--- src/rtl/song_sequencer_pkg.sv ---
// rtl/song_sequencer_pkg.sv - shared widths, state encoding and helpers for the song sequencer
package song_sequencer_pkg;

   localparam int SONG_BITS     = 2;
   localparam int SONG_CNT_BITS = 4;
   localparam int OCTAVE_BITS   = 3;
   localparam int NOTE_BITS     = 4;
   localparam int LENGTH_BITS   = 4;

   typedef enum logic [2:0] {
      ST_IDLE,
      ST_FETCH,
      ST_START,
      ST_WAIT_ACK,
      ST_PLAY,
      ST_GAP,
      ST_PAUSED,
      ST_DONE
   } seq_state_e;

   // Counter width able to hold n, never narrower than one bit.
   function automatic int cnt_width(input int n);
      return (n < 1) ? 1 : $clog2(n + 1);
   endfunction

endpackage

--- src/rtl/seq_gap_timer.sv ---
// rtl/seq_gap_timer.sv - loadable down-counter with expiry flag, shared by gap and start timeout
module seq_gap_timer #(
   parameter int W = 4
) (
   input  logic         clk,
   input  logic         rst_n,
   input  logic         load,
   input  logic [W-1:0] load_val,
   output logic         expired
);

   logic [W-1:0] cnt_q;

   always_ff @(posedge clk or negedge rst_n) begin
      if (!rst_n) begin
         cnt_q <= '0;
      end else if (load) begin
         cnt_q <= load_val;
      end else if (cnt_q != '0) begin
         cnt_q <= cnt_q - W'(1);
      end
   end

   assign expired = (cnt_q == '0);

endmodule

--- src/rtl/song_sequencer.sv ---
// rtl/song_sequencer.sv - steps through the song ROM and hands each note to the sound engine
module song_sequencer
   import song_sequencer_pkg::*;
#(
   parameter int GAP_CYCLES = 200_000,
   parameter int START_TMO  = 4
) (
   input  logic                     clk,
   input  logic                     rst_n,
   input  logic                     en,
   input  logic                     play,
   input  logic                     pause,
   input  logic                     stop,
   input  logic                     loop,
   input  logic [SONG_BITS-1:0]     song,
   output logic [SONG_BITS-1:0]     rom_song,
   output logic [SONG_CNT_BITS-1:0] rom_idx,
   input  logic [SONG_CNT_BITS-1:0] rom_track,
   input  logic [OCTAVE_BITS-1:0]   rom_octave,
   input  logic [NOTE_BITS-1:0]     rom_note,
   input  logic [LENGTH_BITS-1:0]   rom_length,
   output logic                     snd_start,
   output logic [OCTAVE_BITS-1:0]   snd_octave,
   output logic [NOTE_BITS-1:0]     snd_note,
   output logic [LENGTH_BITS-1:0]   snd_length,
   input  logic                     snd_over,
   output logic                     busy,
   output logic                     done
);

   localparam int TMR_MAX = (GAP_CYCLES > START_TMO) ? GAP_CYCLES : START_TMO;
   localparam int TMR_W   = cnt_width(TMR_MAX);
   // The timer expires on the last cycle of the state, hence the minus one.
   localparam int GAP_LD  = (GAP_CYCLES > 0) ? GAP_CYCLES - 1 : 0;
   localparam int TMO_LD  = (START_TMO > 0) ? START_TMO - 1 : 0;
   localparam logic [TMR_W-1:0] GAP_LD_V = TMR_W'(GAP_LD);
   localparam logic [TMR_W-1:0] TMO_LD_V = TMR_W'(TMO_LD);

   seq_state_e state_q, state_d;
   logic [SONG_BITS-1:0]     rom_song_q, rom_song_d;
   logic [SONG_CNT_BITS-1:0] rom_idx_q, rom_idx_d;
   logic [OCTAVE_BITS-1:0]   snd_octave_q, snd_octave_d;
   logic [NOTE_BITS-1:0]     snd_note_q, snd_note_d;
   logic [LENGTH_BITS-1:0]   snd_length_q, snd_length_d;
   logic                     done_q, done_d;
   logic                     tmr_load, tmr_expired, boundary;
   logic [TMR_W-1:0]         tmr_val;

   seq_gap_timer #(.W(TMR_W)) u_timer (
      .clk      (clk),
      .rst_n    (rst_n),
      .load     (tmr_load),
      .load_val (tmr_val),
      .expired  (tmr_expired)
   );

   always_ff @(posedge clk or negedge rst_n) begin
      if (!rst_n) begin
         state_q      <= ST_IDLE;
         rom_song_q   <= '0;
         rom_idx_q    <= '0;
         snd_octave_q <= '0;
         snd_note_q   <= '0;
         snd_length_q <= '0;
         done_q       <= 1'b0;
      end else begin
         state_q      <= state_d;
         rom_song_q   <= rom_song_d;
         rom_idx_q    <= rom_idx_d;
         snd_octave_q <= snd_octave_d;
         snd_note_q   <= snd_note_d;
         snd_length_q <= snd_length_d;
         done_q       <= done_d;
      end
   end

   always_comb begin
      state_d      = state_q;
      rom_song_d   = rom_song_q;
      rom_idx_d    = rom_idx_q;
      snd_octave_d = snd_octave_q;
      snd_note_d   = snd_note_q;
      snd_length_d = snd_length_q;
      done_d       = 1'b0;
      tmr_load     = 1'b0;
      tmr_val      = GAP_LD_V;
      boundary     = 1'b0;

      if (!en || stop) begin
         state_d   = ST_IDLE;
         rom_idx_d = '0;
      end else begin
         case (state_q)
            ST_IDLE, ST_DONE: begin
               if (play) begin
                  rom_song_d = song;
                  rom_idx_d  = '0;
                  state_d    = ST_FETCH;
               end
            end
            ST_FETCH: begin
               snd_octave_d = rom_octave;
               snd_note_d   = rom_note;
               snd_length_d = rom_length;
               state_d      = ST_START;
            end
            ST_START: begin
               tmr_load = 1'b1;
               tmr_val  = TMO_LD_V;
               state_d  = ST_WAIT_ACK;
            end
            ST_WAIT_ACK: begin
               if (!snd_over) begin
                  state_d = ST_PLAY;
               end else if (tmr_expired) begin
                  // Engine never acknowledged (zero-length note): count it as played.
                  tmr_load = 1'b1;
                  state_d  = ST_GAP;
               end
            end
            ST_PLAY: begin
               if (snd_over) begin
                  tmr_load = 1'b1;
                  state_d  = ST_GAP;
               end
            end
            ST_GAP: begin
               if (tmr_expired) begin
                  if (pause) state_d = ST_PAUSED;
                  else       boundary = 1'b1;
               end
            end
            ST_PAUSED: begin
               if (play) boundary = 1'b1;
            end
            default: state_d = ST_IDLE;
         endcase

         if (boundary) begin
            if (rom_idx_q < rom_track) begin
               rom_idx_d = rom_idx_q + SONG_CNT_BITS'(1);
               state_d   = ST_FETCH;
            end else if (loop) begin
               rom_idx_d = '0;
               state_d   = ST_FETCH;
            end else begin
               done_d  = 1'b1;
               state_d = ST_DONE;
            end
         end
      end
   end

   assign rom_song   = rom_song_q;
   assign rom_idx    = rom_idx_q;
   assign snd_octave = snd_octave_q;
   assign snd_note   = snd_note_q;
   assign snd_length = snd_length_q;
   assign snd_start  = (state_q == ST_START) && en && !stop;
   assign busy       = (state_q != ST_IDLE) && (state_q != ST_DONE);
   assign done       = done_q;

endmodule

--- config.mk ---
export PLATFORM = sky130hd
export DESIGN_NAME = song_sequencer
export DESIGN_NICKNAME = d
export VERILOG_FILES = /design/src/rtl/song_sequencer_pkg.sv /design/src/rtl/seq_gap_timer.sv /design/src/rtl/song_sequencer.sv
export SDC_FILE = /design/constraint.sdc
export NUM_CORES = 1
export LEC_CHECK = 0
export BUFFER_PORTS_ARGS = -buffer_cell sky130_fd_sc_hd__buf_2
export CORE_MARGIN = 2
export CORE_UTILIZATION = 58
export CTS_CLUSTER_DIAMETER = 150
export DETAILED_ROUTE_END_ITERATION = 6
export GPL_TIMING_DRIVEN = 0
export PLACE_DENSITY = 0.84
export SYNTH_ARGS = -nofsm -noshare
export SYNTH_HDL_FRONTEND = slang
export SYNTH_SLANG_ARGS = --single-unit
--- constraint.sdc ---
create_clock -name clk -period 4.08 [get_ports clk]
set_input_delay 0.816 -clock clk [delete_from_list [all_inputs] [get_ports clk]]
set_output_delay 0.816 -clock clk [all_outputs]
set_load 0.05 [all_outputs]
# After elaboration in Yosys (flattened, before gate mapping)
# Cells that the tools add are included.
# Widths: inputs -> output; s select.
word_totals:
  reg_bits: 39
  inputBits: 25
  output_inout_bits: 20
  elab_cells: 76
classes:
  add_sub_neg: 2
  n_lt_le_gt_ge: 1
  n_eq_ne: 13
  muxes: 35
  bitwise: 1
  reduce_logical: 16
op_table:
  columns: ["cell", "n"]
  rows:
  - ["$mux 18", 4]
  - ["$mux 3", 10]
  - ["$mux 4", 6]
  - ["$logic_not 18->1", 1]
  - ["$pmux 3 s6", 1]
  - ["$reduce_bool 18->1", 1]
  - ["$sub 18x1->18 const B", 1]
  - ["$ne 4x4->1 const B", 4]
  - ["$eq 3x3->1 const B", 4]
  - ["$mux 1", 12]
  - ["$reduce_bool 8->1", 1]
  - ["$eq 3x2->1 const B", 2]
  - ["$reduce_and 6->1", 1]
  - ["$ne 5x5->1 const B", 1]
  - ["$add 4x1->4 const B", 1]
  - ["$lt 4x4->1", 1]
  - ["$eq 3x1->1 const B", 1]
  - ["$logic_and 1x1->1", 3]
  - ["$logic_not 3->1", 1]
  - ["$ne 3x3->1 const B", 1]
  - ["$pmux 1 s3", 1]
  - ["$reduce_and 3->1", 1]
  - ["$reduce_bool 3->1", 1]
  - ["$logic_not 1->1", 2]
  - ["other kinds (6)", 6]

# Logic depth before layout (Yosys ltp)
logic_depth:
  depth_word: 7
  depth_mapped: 10
  ltp_nobuf: 8

# By module
# From an unflattened synthesis, not the netlist that was laid out.
hier_totals:
  hier_cells: 244
  hier_area_um2: 2417.3
by_module_without_submodules:
  columns: ["mod", "instances", "cells_each", "area_each_um2", "seq_area_each_um2"]
  rows:
  - ["song_sequencer", 1, 117, 1276.2, 525.5]
  - ["seq_gap_timer", 1, 127, 1141.1, 450.4]

# Worst setup path before layout
# OpenSTA, ideal clock, no wires.
synth_path:
  path_kind: "input port to output port"
  startpoint: "in stop"
  endpoint: "out snd_start"
  t_arrival_ns: 2.295
  t_required_ns: 3.264
  path_slack_ns: 0.969
  cell_stages: 2
  path_buffers: 0
  path_cell_list: "nand2b_1 -> nor3b_1"
synth_via:
  elab_chain_cells: 2
synth_lines:
  columns: ["element", "line_no", "source"]
  rows:
  - ["start, declared", "song_sequencer.sv:13", "input logic stop,"]
  - ["$logic_not 1->1", "song_sequencer.sv:159", "assign snd_start = (state_q == ST_START) && en && !stop;"]
  - ["$logic_and 1x1->1", "song_sequencer.sv:159", null]
  - ["end, declared", "song_sequencer.sv:22", "output logic snd_start,"]
# No other way between the ends.

# Final worst setup path
layout_path:
  startpoint: "reg u_timer.cnt_q[9]"
  endpoint: "reg u_timer.cnt_q[8]"
layout_via:
  elab_chain_cells: 6
  word_cells_on_any_way: 8
  cone_classes: "mux: 5; reduce/logical: 3"
layout_lines:
  columns: ["element", "line_no", "source"]
  rows:
  - ["start, declared", "seq_gap_timer.sv:12", "logic [W-1:0] cnt_q;"]
  - ["start signal, assigned", "seq_gap_timer.sv:18", "cnt_q <= load_val;"]
  - ["start signal, assigned", "seq_gap_timer.sv:20", "cnt_q <= cnt_q - W'(1);"]
  - ["$logic_not 18->1", "seq_gap_timer.sv:24", "assign expired = (cnt_q == '0);"]
  - ["$mux 1", "song_sequencer.sv:115", "end else if (tmr_expired) begin"]
  - ["$mux 1", "song_sequencer.sv:113", "if (!snd_over) begin"]
  - ["$pmux 1 s3", "song_sequencer.sv:93", "case (state_q)"]
  - ["$mux 1", "song_sequencer.sv:89", "if (!en || stop) begin"]
  - ["$mux 18 / $reduce_bool 2->1 (equally long branches)", null, null]
# Parallel ways exist; a longest one is shown, timed or not.
# A chain may end at the register's enable or synchronous reset.

==> results.cfg <==
[die]
die_y_um = 64.6
initial_utilization = 0.591
die_area_sq_um = 4170
core_area_sq_um = 3610
die_w_um = 64.6
rows = 22
ios = 45

[worst_setup_path]
startpoint_type = flip-flop
crit_buf_inv = 3
r2r-start = u_timer.cnt_q[9]
crit_path_start = u_timer.cnt_q[9]
crit_path_cell_trace = or4_4, or4_1, buf_2, nor2_1, buf_2, a41o_1, buf_2, nor3_1, a21oi_1
required_ns = 4.30
path_common_cell = buf_2
slowest_stage = or4_4
path_class = reg -> reg
cp_top_family = simple AND/OR/NAND/NOR gates
worstPathArrival_ns = 2.95
slowest_delay_ns = 0.57
cp_max_fo = 10
worstSetupEndpointType = flip-flop

[timing]
fin_crit_ns = 2.73
finalHoldViolCount = 0
clock_skew_ns = 0.00681
setup_viol = 0
tightest_slew_ns = 0.835
relSlewSlack = 0.443
fin_crit_sh = 0.670
fmax_mhz = 366
drv_slew = 0
rsz0062_at_grt = false
setup_tns_ns = 0

[yosys]
yosysTopAreaCellShare = 0.458
synth_edf_count = 0
ys_seq_area_frac = 0.458
syn_avg_cell_area_sq_um = 10.4
ys_types = 47
netlist_area_sq_um = 2130
async_flop_share = 1.00
yosys_register_bits = 39
netlist_instances = 205
ys_top_cells_by_area = dfrtp_1, mux2_2, xnor2_1
yosys_warnings = 0
synth_top_area_cell = dfrtp_1
syn-num-nets = 236
synth-main-ff-cell = dfrtp_1

[final_layout]
drive_gt1_frac = 0.307
post-route-util = 0.700
n_antenna_cell = 0
layout_common_cells = buf_2, dfrtp_1, nand2_1, nor2_1, mux2_2
area_delta_synth_final_pct = 18.4
nNetsFinal = 287
instances_no_fill = 305
fin_area_sq_um = 2520
layout_commonest_cell = buf_2

[detailed_routing]
drt_wl_total_um = 4230
vias_per_cell = 5.67
first_pass_iters = 4
dr.first_iter.drc_count = 154
wl_per_cell_um = 13.9
via_count = 1730
ant_nets = 0
drc_errors = 0

[clocking]
cts_made_buffers = 5
cts_resized = 0
cts-hold-fix-buffers = 0
cts.sinks = 39
htree_levels = 2
cts_root_buf = clkbuf_8
cts_tree = built
clk_path_buf_depth = 2
clkLatencyLatePin_ns = 0.29
clk_pin_slew_worst_paths_ns = 0.08
cts_setup_buffers = 0

[placement]
io_buffers = 44
dp_hpwl_um = 3030
gp_congestion = 0.798
dp_cells = 297
placed_area_sq_um = 2410

[power]
vdd_drop_max_v = 0.000385
p_sw_mw = 0.493
p_seq_frac = 0.434
internal_power_mw = 0.843
power.leakage_nw = 1.18
power.density_nw_per_um2 = 530
swShare = 0.369
p_clk_frac = 0.241
p_comb_frac = 0.325

[global_route]
top_usage_layer = met2
grt.met1_usage = 0.324
grt.total_usage = 0.237
grt_pass1_wl_um = 7800
grt_pass1_vias = 1762
use_met3 = 0.0573
antenna_found_initial = 0
use_met2 = 0.376
gr-total-overflow = 0
grt_max_degree = 40

[run_status]
status = completed

[min_path]
hold_class = reg -> reg
hold_start = snd_note[1]

[job]
maxCapViolCount = 0
-- layer usage --
metal  wire length (um)  up-vias
met4                 61        0
met5                  0        -
met3                222        9
met2               2020       44
li1                   -      840
met1               1920      837
-- sequential cells by signal, summed over array words and instances, names as in the netlist --
register	flops
done	1
rom_idx	4
rom_song	2
snd_length	4
snd_note	4
snd_octave	3
state_q	3
u_timer.cnt_q	18
-- cell type report --
type	instances	area [sq um]
Buffer	9	45.0
Clock buffer	5	68.8
Clock inverter	3	43.8
Fill cell	281	1080
Inverter	6	22.5
Multi-Input combinational cell	151	1090
Sequential cell	39	976
Tap cell	48	60.1
Timing Repair Buffer	44	220
-- stage by stage --
stage / worst slack (ns) / power [mW] / hold slack, ns
3_3_place_gp: 1.38 / 1.00 / 0.483
3_5_place_dp: 1.34 / 1.02 / 0.488
2_1_floorplan: 0.969 / 0.910 / 0.480
5_1_grt: 1.16 / 1.42 / 0.522
4_1_cts: 1.32 / 1.34 / 0.512
6_report: 1.35 / 1.34 / 0.506
-- worst reg2reg max path, delay by kind of cell, from the launching register on --
kind | cells | cell delay, ns
compound gates | 2 | 0.35
simple gates | 4 | 1.26
buf+inv | 3 | 0.63
flops | 1 | 0.43
-- power groups by stage --
stage | Sequential, mW | Clock (mW) | Combinational, mW
3_3_place_gp | 0.580 | 0 | 0.423
2_1_floorplan | 0.696 | 0 | 0.214
3_5_place_dp | 0.583 | 0 | 0.435
5_1_grt | 0.596 | 0.345 | 0.480
4_1_cts | 0.579 | 0.327 | 0.437
6_report | 0.580 | 0.322 | 0.435
-- final timing paths --
kind                                           to  depth (start not counted)  slack, ns
max in group asynchronous             snd_note[1]                          1       2.93
worst min register to register        snd_note[1]                          1       0.51
worst max register to register   u_timer.cnt_q[8]                          9       1.35
worst max-delay path             u_timer.cnt_q[8]                          9       1.35
worst min-delay path                  snd_note[1]                          1       0.51
min in group asynchronous       u_timer.cnt_q[15]                          1       0.61
-- cells in the mapped netlist, types with 4 or more instances --
master,number
a21oi_1,12
clkbuf_1,5
dfrtp_1,39
ha_1,6
inv_1,6
mux2_2,13
nand2_1,14
nand2b_1,4
nor2_1,13
nor2b_1,5
nor3_1,10
nor3b_1,5
nor4_1,4
o21ai_0,6
xnor2_1,10
xor2_1,5
-- logic make-up (layout without fill, tap and decap cells) --
group | after synthesis | count (layout) | share of synthesized area
xor gates and xnor gates | 15 | 15 | 0.0617
muxes | 15 | 15 | 0.0787
DFF | 39 | 39 | 0.458
AOI/OAI and AO/OA | 41 | 41 | 0.133
buffers and inverters | 15 | 67 | 0.0317
adders and majority gates | 6 | 6 | 0.0352
and+or+nand+nor | 74 | 74 | 0.202
No activity file was read; power rests on OpenSTA's default activity.
